===== config.mk =====
export PLATFORM = sky130hd
export DESIGN_NAME = pmodad1_reader
export DESIGN_NICKNAME = d
export VERILOG_FILES = /design/src/rtl/pmodad1_reader.sv
export SDC_FILE = /design/constraint.sdc
export NUM_CORES = 1
export LEC_CHECK = 0
export CAP_MARGIN = 20
export CORE_MARGIN = 2
export CORE_UTILIZATION = 49
export CTS_CLUSTER_SIZE = 20
export DETAILED_ROUTE_END_ITERATION = 10
export GPL_TIMING_DRIVEN = 1
export PLACE_DENSITY = 0.76
export SLEW_MARGIN = 5
export SYNTH_ARGS = -nofsm -noshare
export SYNTH_HDL_FRONTEND = slang
export SYNTH_SLANG_ARGS = --single-unit

===== constraint.sdc =====
create_clock -name clk -period 4.4 [get_ports clk]
set_input_delay 0.66 -clock clk [delete_from_list [all_inputs] [get_ports clk]]
set_output_delay 0.66 -clock clk [all_outputs]
set_load 0.02 [all_outputs]

===== src/rtl/pmodad1_reader.sv =====
// Acquisition front end for the dual AD7476A PmodAD1: drives SCLK/CS_N, shifts both
// data lines in parallel and presents registered 12-bit codes padded to 16 bits.
module pmodad1_reader #(
    parameter int CLK_DIV      = 50,
    parameter int QUIET_CYCLES = 50
) (
    input  logic        clk,
    input  logic        rst,
    input  logic        start,
    input  logic        sdata0,
    input  logic        sdata1,
    output logic        sclk,
    output logic        cs_n,
    output logic [15:0] data_ch1,
    output logic [15:0] data_ch2,
    output logic        valid,
    output logic        busy
);

    localparam int DW = $clog2(CLK_DIV);
    localparam int QW = (QUIET_CYCLES > 1) ? $clog2(QUIET_CYCLES) : 1;

    typedef enum logic [2:0] {
        ST_IDLE  = 3'd0,
        ST_SETUP = 3'd1,
        ST_LOW   = 3'd2,
        ST_HIGH  = 3'd3,
        ST_QUIET = 3'd4
    } state_t;

    state_t          state_r;
    state_t          state_next_s;
    logic [DW-1:0]   div_cnt_r;
    logic [QW-1:0]   quiet_cnt_r;
    logic [3:0]      bit_cnt_r;
    logic [15:0]     sh0_r;
    logic [15:0]     sh1_r;
    logic [15:0]     data_ch1_r;
    logic [15:0]     data_ch2_r;
    logic            cs_n_r;
    logic            sclk_r;
    logic            busy_r;
    logic            valid_r;
    logic            div_last_s;
    logic            quiet_last_s;
    logic            bit_last_s;
    logic            frame_done_s;

    assign div_last_s   = (div_cnt_r == DW'(CLK_DIV - 1));
    assign quiet_last_s = (quiet_cnt_r == QW'(QUIET_CYCLES - 1));
    assign bit_last_s   = (bit_cnt_r == 4'd15);
    assign frame_done_s = (state_r == ST_HIGH) && div_last_s && bit_last_s;

    // State register
    always_ff @(posedge clk) begin
        if (rst) begin
            state_r <= ST_IDLE;
        end else begin
            state_r <= state_next_s;
        end
    end

    // Next-state logic; each SCLK phase lasts CLK_DIV cycles
    always_comb begin
        state_next_s = state_r;
        case (state_r)
            ST_IDLE: begin
                if (start) begin
                    state_next_s = ST_SETUP;
                end else begin
                    state_next_s = ST_IDLE;
                end
            end
            ST_SETUP: begin
                if (div_last_s) begin
                    state_next_s = ST_LOW;
                end else begin
                    state_next_s = ST_SETUP;
                end
            end
            ST_LOW: begin
                if (div_last_s) begin
                    state_next_s = ST_HIGH;
                end else begin
                    state_next_s = ST_LOW;
                end
            end
            ST_HIGH: begin
                if (div_last_s && bit_last_s) begin
                    state_next_s = ST_QUIET;
                end else if (div_last_s) begin
                    state_next_s = ST_LOW;
                end else begin
                    state_next_s = ST_HIGH;
                end
            end
            ST_QUIET: begin
                if (quiet_last_s) begin
                    state_next_s = ST_IDLE;
                end else begin
                    state_next_s = ST_QUIET;
                end
            end
            default: begin
                state_next_s = ST_IDLE;
            end
        endcase
    end

    // Phase, quiet and bit counters
    always_ff @(posedge clk) begin
        if (rst) begin
            div_cnt_r   <= '0;
            quiet_cnt_r <= '0;
            bit_cnt_r   <= 4'd0;
        end else begin
            if (state_next_s != state_r) begin
                div_cnt_r <= '0;
            end else if (state_r == ST_SETUP || state_r == ST_LOW || state_r == ST_HIGH) begin
                div_cnt_r <= div_cnt_r + DW'(1);
            end else begin
                div_cnt_r <= '0;
            end

            if (state_r == ST_QUIET && state_next_s == ST_QUIET) begin
                quiet_cnt_r <= quiet_cnt_r + QW'(1);
            end else begin
                quiet_cnt_r <= '0;
            end

            if (state_r == ST_IDLE || state_r == ST_SETUP) begin
                bit_cnt_r <= 4'd0;
            end else if (state_r == ST_HIGH && div_last_s && !bit_last_s) begin
                bit_cnt_r <= bit_cnt_r + 4'd1;
            end else begin
                bit_cnt_r <= bit_cnt_r;
            end
        end
    end

    // Sample both lines at the end of each SCLK low phase, just before the rising edge
    always_ff @(posedge clk) begin
        if (rst) begin
            sh0_r <= 16'h0000;
            sh1_r <= 16'h0000;
        end else if (state_r == ST_LOW && div_last_s) begin
            sh0_r <= {sh0_r[14:0], sdata0};
            sh1_r <= {sh1_r[14:0], sdata1};
        end else begin
            sh0_r <= sh0_r;
            sh1_r <= sh1_r;
        end
    end

    // Registered outputs decoded from the upcoming state; leading four bits are dropped
    always_ff @(posedge clk) begin
        if (rst) begin
            cs_n_r     <= 1'b1;
            sclk_r     <= 1'b1;
            busy_r     <= 1'b0;
            valid_r    <= 1'b0;
            data_ch1_r <= 16'h0000;
            data_ch2_r <= 16'h0000;
        end else begin
            cs_n_r  <= !(state_next_s == ST_SETUP || state_next_s == ST_LOW ||
                         state_next_s == ST_HIGH);
            sclk_r  <= (state_next_s != ST_LOW);
            busy_r  <= (state_next_s != ST_IDLE);
            valid_r <= frame_done_s;
            if (frame_done_s) begin
                data_ch1_r <= {4'b0000, sh0_r[11:0]};
                data_ch2_r <= {4'b0000, sh1_r[11:0]};
            end else begin
                data_ch1_r <= data_ch1_r;
                data_ch2_r <= data_ch2_r;
            end
        end
    end

    assign cs_n     = cs_n_r;
    assign sclk     = sclk_r;
    assign busy     = busy_r;
    assign valid    = valid_r;
    assign data_ch1 = data_ch1_r;
    assign data_ch2 = data_ch2_r;

endmodule


* Word-level counts from Yosys, hierarchy flattened *
Index checks and enable logic that the tools add are counted.

word-level totals
  output and inout port bits = 36
  bits in latches = 0
  memories kept = 0
  flip-flop bits (word level) = 71
  bits of input ports = 5
  word-level logic and storage cells = 55
  bits in writable memories = 0
  ROM bits = 0

cells by class
  bitwise gates (word level) = 2
  reductions and logical operators = 18
  div/mod/pow operators = 0
  multiplexer cells = 7
  $mul = 0
  $lt $le $gt $ge = 0
  shift operators = 0
  equality and inequality tests = 13
  add/subtract/negate cells = 3

operator list
  kind                 count
  $pmux 3 s5           1
  $add 6x1->6 const B  2
  $eq 3x2->1 const B   4
  $eq 6x6->1 const B   2
  $eq 3x1->1 const B   2
  $eq 3x3->1 const B   2
  $logic_and 1x1->1    6
  $mux 3               2
  $logic_or 1x1->1     5
  $add 4x1->4 const B  1
  $eq 4x4->1 const B   1
  $reduce_or 2->1      2
  $logic_not 3->1      1
  $mux 1               3
  $ne 3x2->1 const B   1
  $ne 3x3->1           1
  $reduce_bool 3->1    1
  $reduce_or 3->1      1
  $logic_not 1->1      2
  $mux 2               1
  $not 1->1            2

* Longest topological paths before layout *
  depth after elaboration = 8
  gate-level depth with buffers = 9

* Least setup slack after synthesis *
Ideal clock, no wire load.

  path kind = register -> register
  start = register div_cnt_r[0]
  end = register sh0_r[0]
  cell stages (with the launch flop) = 9
  setup slack = 2.406 ns
  data arrival time = 1.862 ns
  library setup time = 0.132 ns
  required time = 4.268 ns
  cells stage by stage = dfxtp_1 -> ha_1 -> or3b_1 -> buf_6 -> or4_4 -> buf_6 -> buf_6 -> nand2_1 -> a21oi_1

on the way
  longest elaborated chain between the ends = 2

RTL lines
  what                      RTL line  text
  start: declaration        33        logic [DW-1:0] div_cnt_r;
  start signal: assignment  120       div_cnt_r <= div_cnt_r + DW'(1);
  $eq 6x6->1                49        assign div_last_s = (div_cnt_r == DW'(CLK_DIV - 1));
  $logic_and 1x1->1         146       end else if (state_r == ST_LOW && div_last_s) begin
  end signal: assignment    147       sh0_r <= {sh0_r[14:0], sdata0};
  end signal: assignment    150       sh0_r <= sh0_r;
  end: declaration          36        logic [15:0] sh0_r;

No other way between the ends.
A chain may end at the register's enable or synchronous reset.

* Worst setup path in the final report *
  start = register div_cnt_r[0]
  end = register sh1_r[6]

on the way
  longest elaborated chain between the ends = 2

RTL lines
  what                    RTL line  text
  $eq 6x6->1              49
  $logic_and 1x1->1       146
  end signal: assignment  148       sh1_r <= {sh1_r[14:0], sdata1};
  end signal: assignment  151       sh1_r <= sh1_r;
  end: declaration        37        logic [15:0] sh1_r;

No other way between the ends.

==> results.ini <==
[cts]
cts_root_buf=clkbuf_8
tritoncts=done
post_cts_resized=0
post_cts_buffers=0
cts_sinks=71
hold_buffers=0
worst_skew_pair.late_latency_ns=0.34
clkSlewWorstSetupHoldPaths_ns=0.07
cts_buffers=9
htree_levels=3
cts.path.max_buffers=2

[logic_synthesis]
seq_area_frac_synth_pct=52.2
yosysTopAreaCellShare_pct=52.2
yosysWarnings=0
synthCells=322
mappedNetlistArea_sq_um=2720
ys_ff_latch=71
syn_avg_cell_area_sq_um=8.45
synth_top_area_cell=dfxtp_1
ys_types=37
synth.area.top_cells=dfxtp_1, nand2_1, a21oi_1

[power]
p_int_mw=0.988
cellPowerDensity_nw_per_um2=386
pwr-share-comb_pct=2.3
total_power_mw=1.25
p_sw_mw=0.263
p_leak_nw=1.08
pwr-share-seq_pct=51.8
p_clk_share_pct=45.9
power_switching_share_pct=21.1
vdd_drop_max_mv=0.286

[floorplan]
die_w_um=78.5
placeableCoreArea_sq_um=5440
num_rows=27
io_pins=41
dieArea_sq_um=6170
die_h_um=78.5
start_util_pct=50.0

[sta]
finalSetupViolCount=0
period_needed_ns=2.17
period_share_pct=49.2
tns_ns=0
hold_viol=0
fin_skew_ns=0.00776
fmax_ghz=0.461
rsz0062_at_grt=false
drv_slew=0
slew_headroom_pct=38.3
tightest_slew_ns=0.925
holdWs_ns=0.455

[placed_design]
gp_congestion=0.771
hpwlAfterDp_mm=3.12
placed_area_sq_um=2990
dp.cells=407
io_buffers=32

[flow_run]
cap_violations=0

[detailed_routing]
vias=2099
via_per_inst=4.94
drt_iter0_drc=136
post-route-drc-count=0
drt_wl_total_mm=4.98
wl_per_cell_um=11.7
ant_nets=0
firstDrtPassIters=4

[worst_setup_path]
start_kind=register
crit_type=reg -> reg
worstSetupEndpointType=register
crit_fanout=24
cp.required_ns=4.59
ff2ff_path_depth=5
cp_data_arrival_time_ns=2.35
cp_num_cells=5
critPathTopFamily=simple AND/OR/NAND/NOR gates
worst-path-buf-inv=0
crit_chain=ha_1 -> or3b_1 -> or4_4 -> nand2_1 -> a21oi_1
critPathMaxStageDelay_ns=0.72
critical_path.slowest_cell=or4_4

[global_routing]
grt_pass1_wl_mm=8.46
gr-total-overflow=0
grtUsageTotal_pct=17.8
grt_max_degree=55
antenna_found_initial=0
grt_pass1_vias=1904

[worst_hold_path]
whs_path_depth=2
worst_hold_path_type=reg -> reg

[finish]
final_cell_mix=nand2_1, dfxtp_1, a21oi_1
layout-drive-gt1-share_pct=5.95
finalNonFillerCells=425
final_common_cell=nand2_1
area_delta_synth_final_pct=19.0
fin_area_sq_um=3240
fin_nets=358
antennaDiodeCount=0

[run_status]
status=finished clean

## layer usage
metal	global-route usage (%)	vias to the layer above	wire (um)
li1	-	1096	-
met1	21.7	939	2310
met2	27.2	55	2310
met3	6.44	9	265
met4	9.65	0	104
met5	0	-	0
## Yosys cell counts, drive strengths merged
cell type	number
nand2	99
dfxtp	71
a21oi	50
nor2	21
buf	15
clkbuf	11
nand3	6
ha	5
xnor2	5
inv	4
xor2	4
nand4	3
o21ai	3
and3	2
nand2b	2
nor3	2
nor4	2
o22ai	2
a41o	1
and3b	1
and4	1
conb	1
mux2	1
mux2i	1
nand4b	1
nor2b	1
nor3b	1
nor4b	1
o21bai	1
o221ai	1
o311ai	1
or3b	1
or4	1
## cell families (layout without fill, tap and decap cells)
group / count (synthesis) / count (layout) / synth area share, %
compound gates: 59 / 59 / 11.5
xor+xnor: 9 / 9 / 2.90
fa+ha+maj: 5 / 5 / 2.30
buf+inv: 30 / 54 / 6.44
flops: 71 / 71 / 52.2
mux: 2 / 2 / 0.782
other cells: 1 / 8 / 0.138
simple gates: 145 / 145 / 23.7
## flip-flops by register name, indices dropped and copies added, names as in the netlist, 3 cells and up
name / flops
div_cnt_r: 6
data_ch2: 12
bit_cnt_r: 4
data_ch1: 12
state_r: 3
sh1_r: 12
sh0_r: 12
quiet_cnt_r: 6
## power by group through the flow
stage                     registers (mW)  clock network [mW]  logic, mW
after floorplan                    0.664                   0     0.0254
after global placement             0.662                   0     0.0285
after detailed placement           0.663                   0     0.0287
after CTS                          0.648               0.590     0.0288
after global routing               0.648               0.620     0.0316
final                              0.648               0.574     0.0289
## layout make-up
cell class	count	area, sq um
Multi-Input combinational cell	228	1150
Clock buffer	11	141
Timing Repair Buffer	34	338
Fill cell	479	2200
Tap cell	72	90.1
Clock inverter	5	81.3
Inverter	4	15.0
Sequential cell	71	1420
## worst register-to-register path, delay by kind of cell, from the launching register on
kind	cells	cell delay [ns]
AND/OR/NAND/NOR	3	1.38
AO/OA/AOI/OAI	1	0.07
flip-flops	1	0.38
adder cells (fa/ha/maj)	1	0.18
## per-stage QoR
step	utilization, %	setup slack [ns]
final	59.5	2.23
after global routing	59.5	2.07
after CTS	59.1	1.81
after detailed placement	55.0	1.84
after global placement	55.0	1.95
after floorplan	-	2.41
## final timing paths
kind | start | to | slack [ns]
worst max-delay path | div_cnt_r[0] | sh1_r[6] | 2.23
worst min-delay path | data_ch1[8] | data_ch1[8] | 0.45
worst max register to register | div_cnt_r[0] | sh1_r[6] | 2.23
worst min register to register | data_ch1[8] | data_ch1[8] | 0.45
Note: power is estimated with default switching activity, not from simulation.
==> RTL edit 1, RTL diff (config.mk and constraints unchanged) <==
Encoding of `state_t`: now Gray code (3 bits for 5 states).
--- a/src/rtl/pmodad1_reader.sv
+++ b/src/rtl/pmodad1_reader.sv
@@ -23,7 +23,7 @@
     typedef enum logic [2:0] {
-        ST_IDLE  = 3'd0,
-        ST_SETUP = 3'd1,
-        ST_LOW   = 3'd2,
-        ST_HIGH  = 3'd3,
-        ST_QUIET = 3'd4
+        ST_IDLE  = 3'b000,
+        ST_SETUP = 3'b001,
+        ST_LOW   = 3'b011,
+        ST_HIGH  = 3'b010,
+        ST_QUIET = 3'b110
     } state_t;
Behaviour: same outputs for any inputs over 10 cycles, from zero or initial values and one cycle with rst high; not proved beyond that.
==> RTL edit 1 against the unedited design <==
  * Total power increased by 0.60%
  * Clock power increased by 1%
  * Synthesized area decreased by 2.1%
  * Sequential power about the same
  * Critical path depth unchanged
  * Worst setup slack got worse by 0.081 ns
  * Final area decreased by 0.85%
  * Routed wire length decreased by 13%
  * Sequential cell count unchanged
  * Core utilization increased by 2.5 points
  * Critical path type unchanged
==> RTL edit 1: results (changes against the unedited design) <==
* Maximum VDD drop at 0.0002257 V (-21%)
* Area grow syn2layout at 20.53%
* Status: finished clean
* Final core occ at 62.07% (+2.5 points)
* Reg power frac at 51.4% (-0.4 points)
* Share of layout cells above drive strength 1 at 8.099% (+2.1 points)
* Crit-path slowest cell: and3_1
* Fmax at 444.8 MHz (-3.6%)
* Worst Hold Path EP: data_ch2[11]
* Invs w/o clock at 5 (+1)
* Placed Cells at 337 (-17%)
* Relative slew margins at 40.46% (+2.1 points)
* GPL Wtd Cong at 0.8061 (+4.5%)
* Worst R2R Start: bit_cnt_r[0]
* Sequential share of cell area at 44.27% (+0.38 points)
* First DRT Iteration DRCs at 100 (-26%)
* Comb power at 0.0303 mW (+5%)
* CP peak stage delay at 0.80 ns (+0.08 ns)
* Sequential share of the synthesized area at 53.36% (+1.1 points)
* Synth top cells by count: 71 x dfxtp_1, 47 x nor2_1, 25 x mux2i_1
* Arrival time at the worst endpoint at 2.53 ns (+0.18 ns)
* Comb_multi_in at 158 (-31%)
* FILL cells at 441 (-7.9%)
* Worst slack, placed at 1.812 ns (-0.03196 ns)
* NonClk Buf Share at 10.68% (+0.25 points)
* Synth top area cells: dfxtp_1 53%, mux2i_1 9.4%, a22o_1 7.9%, nor2_1 6.6%, buf_4 2.8%
* Vias in the first global route at 1,682 (-12%)
* CP Max Fanout at 25 (+4.2%)
* Total Routing Usage GR at 16.16% (-1.6 points)
* Sw Ratio at 21.16% (+0.10 points)
* WL final at 4.338 mm (-13%)
* Post-Layout Cell Count at 354 (-17%)
* Internal Power at 0.9923 mW (+0.47%)
* HPWL Detailed at 2.810 mm (-10%)
* Final hold slack at 0.4658 ns (+0.01084 ns)
* Flop2flop setup slack at 2.15 ns (-0.08 ns)
* Hold path start: sh1_r[11]
* Post-Place Cell Area at 2965 sq um (-0.92%)
* Clock buffer count at 10 (-1)
* Hold path cells at 1 (-1)
* Final clock-cell share at 7.171% (+0.29 points)
* Netlist cell types at 40 (+8.1%)
* Crit path to: data_ch1[0]
* Largest net degree at the start of global routing at 29 (-47%)
* Final Skew at 0.009777 ns (+0.002018 ns)
* Cells after Synth at 247 (-23%)
* Nets at 289 (-19%)
* Multi-input gate area at 1110 sq um (-3.6%)
* Leakage at 1.387 nW (+28%)
-- RTL edit 1: changes by cell type after synthesis, moves of 2 or more --
cell / unedited run / this run
mux2i_1: 1 / 25
o22ai_1: 2 / 0
a22o_1: 0 / 24
o31a_1: 0 / 3
buf_2: 2 / 4
a21oi_1: 50 / 2
nand4_1: 3 / 1
o21ai_0: 2 / 4
clkbuf_1: 11 / 2
buf_4: 8 / 10
nand2_1: 99 / 2
nor2_1: 21 / 47
-- RTL edit 1: cells by family after synthesis --
family,synth area share [%]
AO/OA/AOI/OAI,11.60
XOR/XNOR,2.959
adder cells (fa/ha/maj),2.349
buffers and inverters,5.965
flip-flops,53.36
multiplexers,9.817
other,0.1408
AND/OR/NAND/NOR,13.81
-- RTL edit 1: per-layer routing --
layer / global-route usage (%) / share of wire (%)
met1: 19.85 / 46
met2: 25.52 / 48
met3: 4.419 / 4.6
met4: 9.107 / 1.1
met5: 0 / 0
==> RTL edit 2, RTL diff (same settings) <==
Without the edit above. Change the parameter `QUIET_CYCLES` from 50 to 25.
--- a/src/rtl/pmodad1_reader.sv
+++ b/src/rtl/pmodad1_reader.sv
@@ -4,3 +4,3 @@
     parameter int CLK_DIV      = 50,
-    parameter int QUIET_CYCLES = 50
+    parameter int QUIET_CYCLES = 25
 ) (
Function: no difference found for any inputs over 10 cycles, from zero or initial values and one cycle with rst high; that may be too few to reach the edited logic, so the function may still have changed.
==> RTL edit 2 against the unedited design <==
  * Count of clock-buffer cells in the layout up 1
  * Routed wire length down 1.8%
  * Die area down 1.4%
  * Total power down 1.9%
  * Worst setup slack worse by 0.030 ns
  * Final area down 1.0%
  * Sequential cell count down 1
  * Synthesized area down 1.5%
  * Critical path type unchanged
  * Highest routed layer unchanged
==> RTL edit 2: results (changes against the unedited design) <==
* Arrival time at the worst endpoint at 2.38 ns (+0.03 ns)
* R2r worst-path depth at 5 (unchanged)
* Hold path start: data_ch1[10]
* Met2 usage at 28.10% (+0.92 points)
* Netlist cell types at 39 (+5.4%)
* Setup Viol. Count Final at 0 (unchanged)
* Crit path to: sh0_r[1]
* Leakage at 1.082 nW (-0.24%)
* R2r endpoint: sh0_r[1]
* Reg power frac at 52.0% (+0.2 points)
* Sw Ratio at 20.38% (-0.67 points)
* Final hold slack at 0.4553 ns (+0.0003950 ns)
* Total Routing Usage GR at 17.57% (-0.21 points)
* Fraction of registers with async set/reset at 0% (unchanged)
* Crit-path slowest cell: nand3_1
* WL final at 4.892 mm (-1.8%)
* First-pass GRT wire length at 8.431 mm (-0.33%)
* Maximum VDD drop at 0.0002666 V (-6.6%)
* Vias in the first global route at 1,919 (+0.79%)
* Slew @ Worst Pin at 0.9427 ns (+0.01779 ns)
* First DRT Iteration DRCs at 175 (+29%)
* Share of layout cells above drive strength 1 at 5.666% (-0.28 points)
* Synth top cells by count: 99 x nand2_1, 70 x dfxtp_1, 49 x a21oi_1
* GRT met1 Usage at 21.87% (+0.15 points)
* Vias at 2,117 (+0.86%)
* Sequential share of the synthesized area at 52.26% (about the same)
* ANT cells at 0 (unchanged)
* Met3 wire len at 195 um (-26%)
* Top sig layer: met4
* Clock transition at the registers of the reported paths at 0.07 ns (about the same)
* Mean Syn Cell Area at 8.353 sq um (-1.2%)
* HPWL Detailed at 3.087 mm (-1.2%)
* WL met2 at 2.233 mm (-3.2%)
* Nets at 358 (unchanged)
* Final Skew at 0.005088 ns (-0.002671 ns)
* Comb power at 0.0281 mW (-3%)
* Clock Path Buffers at 2 (unchanged)
* Synth top area cells: dfxtp_1 52%, nand2_1 14%, a21oi_1 9.1%, ha_1 2.3%, buf_4 2.2%
* GPL Wtd Cong at 0.8189 (+6.2%)
* Post-Place Cell Area at 2968 sq um (-0.84%)
* CP peak stage delay at 0.75 ns (+0.03 ns)
* Routed length on met1 at 2.347 mm (+1.8%)
* Placed Cells at 405 (-0.49%)
* Root Buffer: clkbuf_8
* Synthesis Warnings at 0 (unchanged)
* Via density at 5.005 (+1.3%)
* Initial DRT Pass Iterations at 4 (unchanged)
* # port buffers at 32 (unchanged)
* Min Tclk post-route at 2.197 ns (+0.02974 ns)
* Worst Hold Path EP: data_ch1[10]
* Worst slack, placed at 1.869 ns (+0.02499 ns)
* Crit path max-delay family: simple AND/OR/NAND/NOR gates
* Global Route met3 Usage at 3.837% (-2.6 points)
* Status: finished clean
* Largest net degree at the start of global routing at 56 (+1.8%)
## RTL edit 2: cell types whose count changed in the layout (fill, tap and decap cells not counted), sizes merged, moves of 2 or more
cell / change
and2: +2
nor2: -5
o22ai: -2
o21ai: +3
## RTL edit 2: cells by family after synthesis
kind of cell / count (synthesis) / share of synthesized area (%)
DFF: 70 / 52.26
muxes: 1 / 0.3733
adders and majority gates: 5 / 2.333
buffers and inverters: 29 / 5.879
xor gates and xnor gates: 8 / 2.613
other: 1 / 0.1399
and+or+nand+nor: 146 / 24.22
AOI/OAI and AO/OA: 61 / 12.18
## RTL edit 2: area by class of cell
cell class / count / area [sq um]
clock buffer: 12 / 145.1
tap: 70 / 87.58
sequential: 70 / 1401
fill: 467 / 1999
inverter: 4 / 15.01
multi-input combinational: 229 / 1149
timing repair buffer: 34 / 337.8
clock inverter: 4 / 70.07
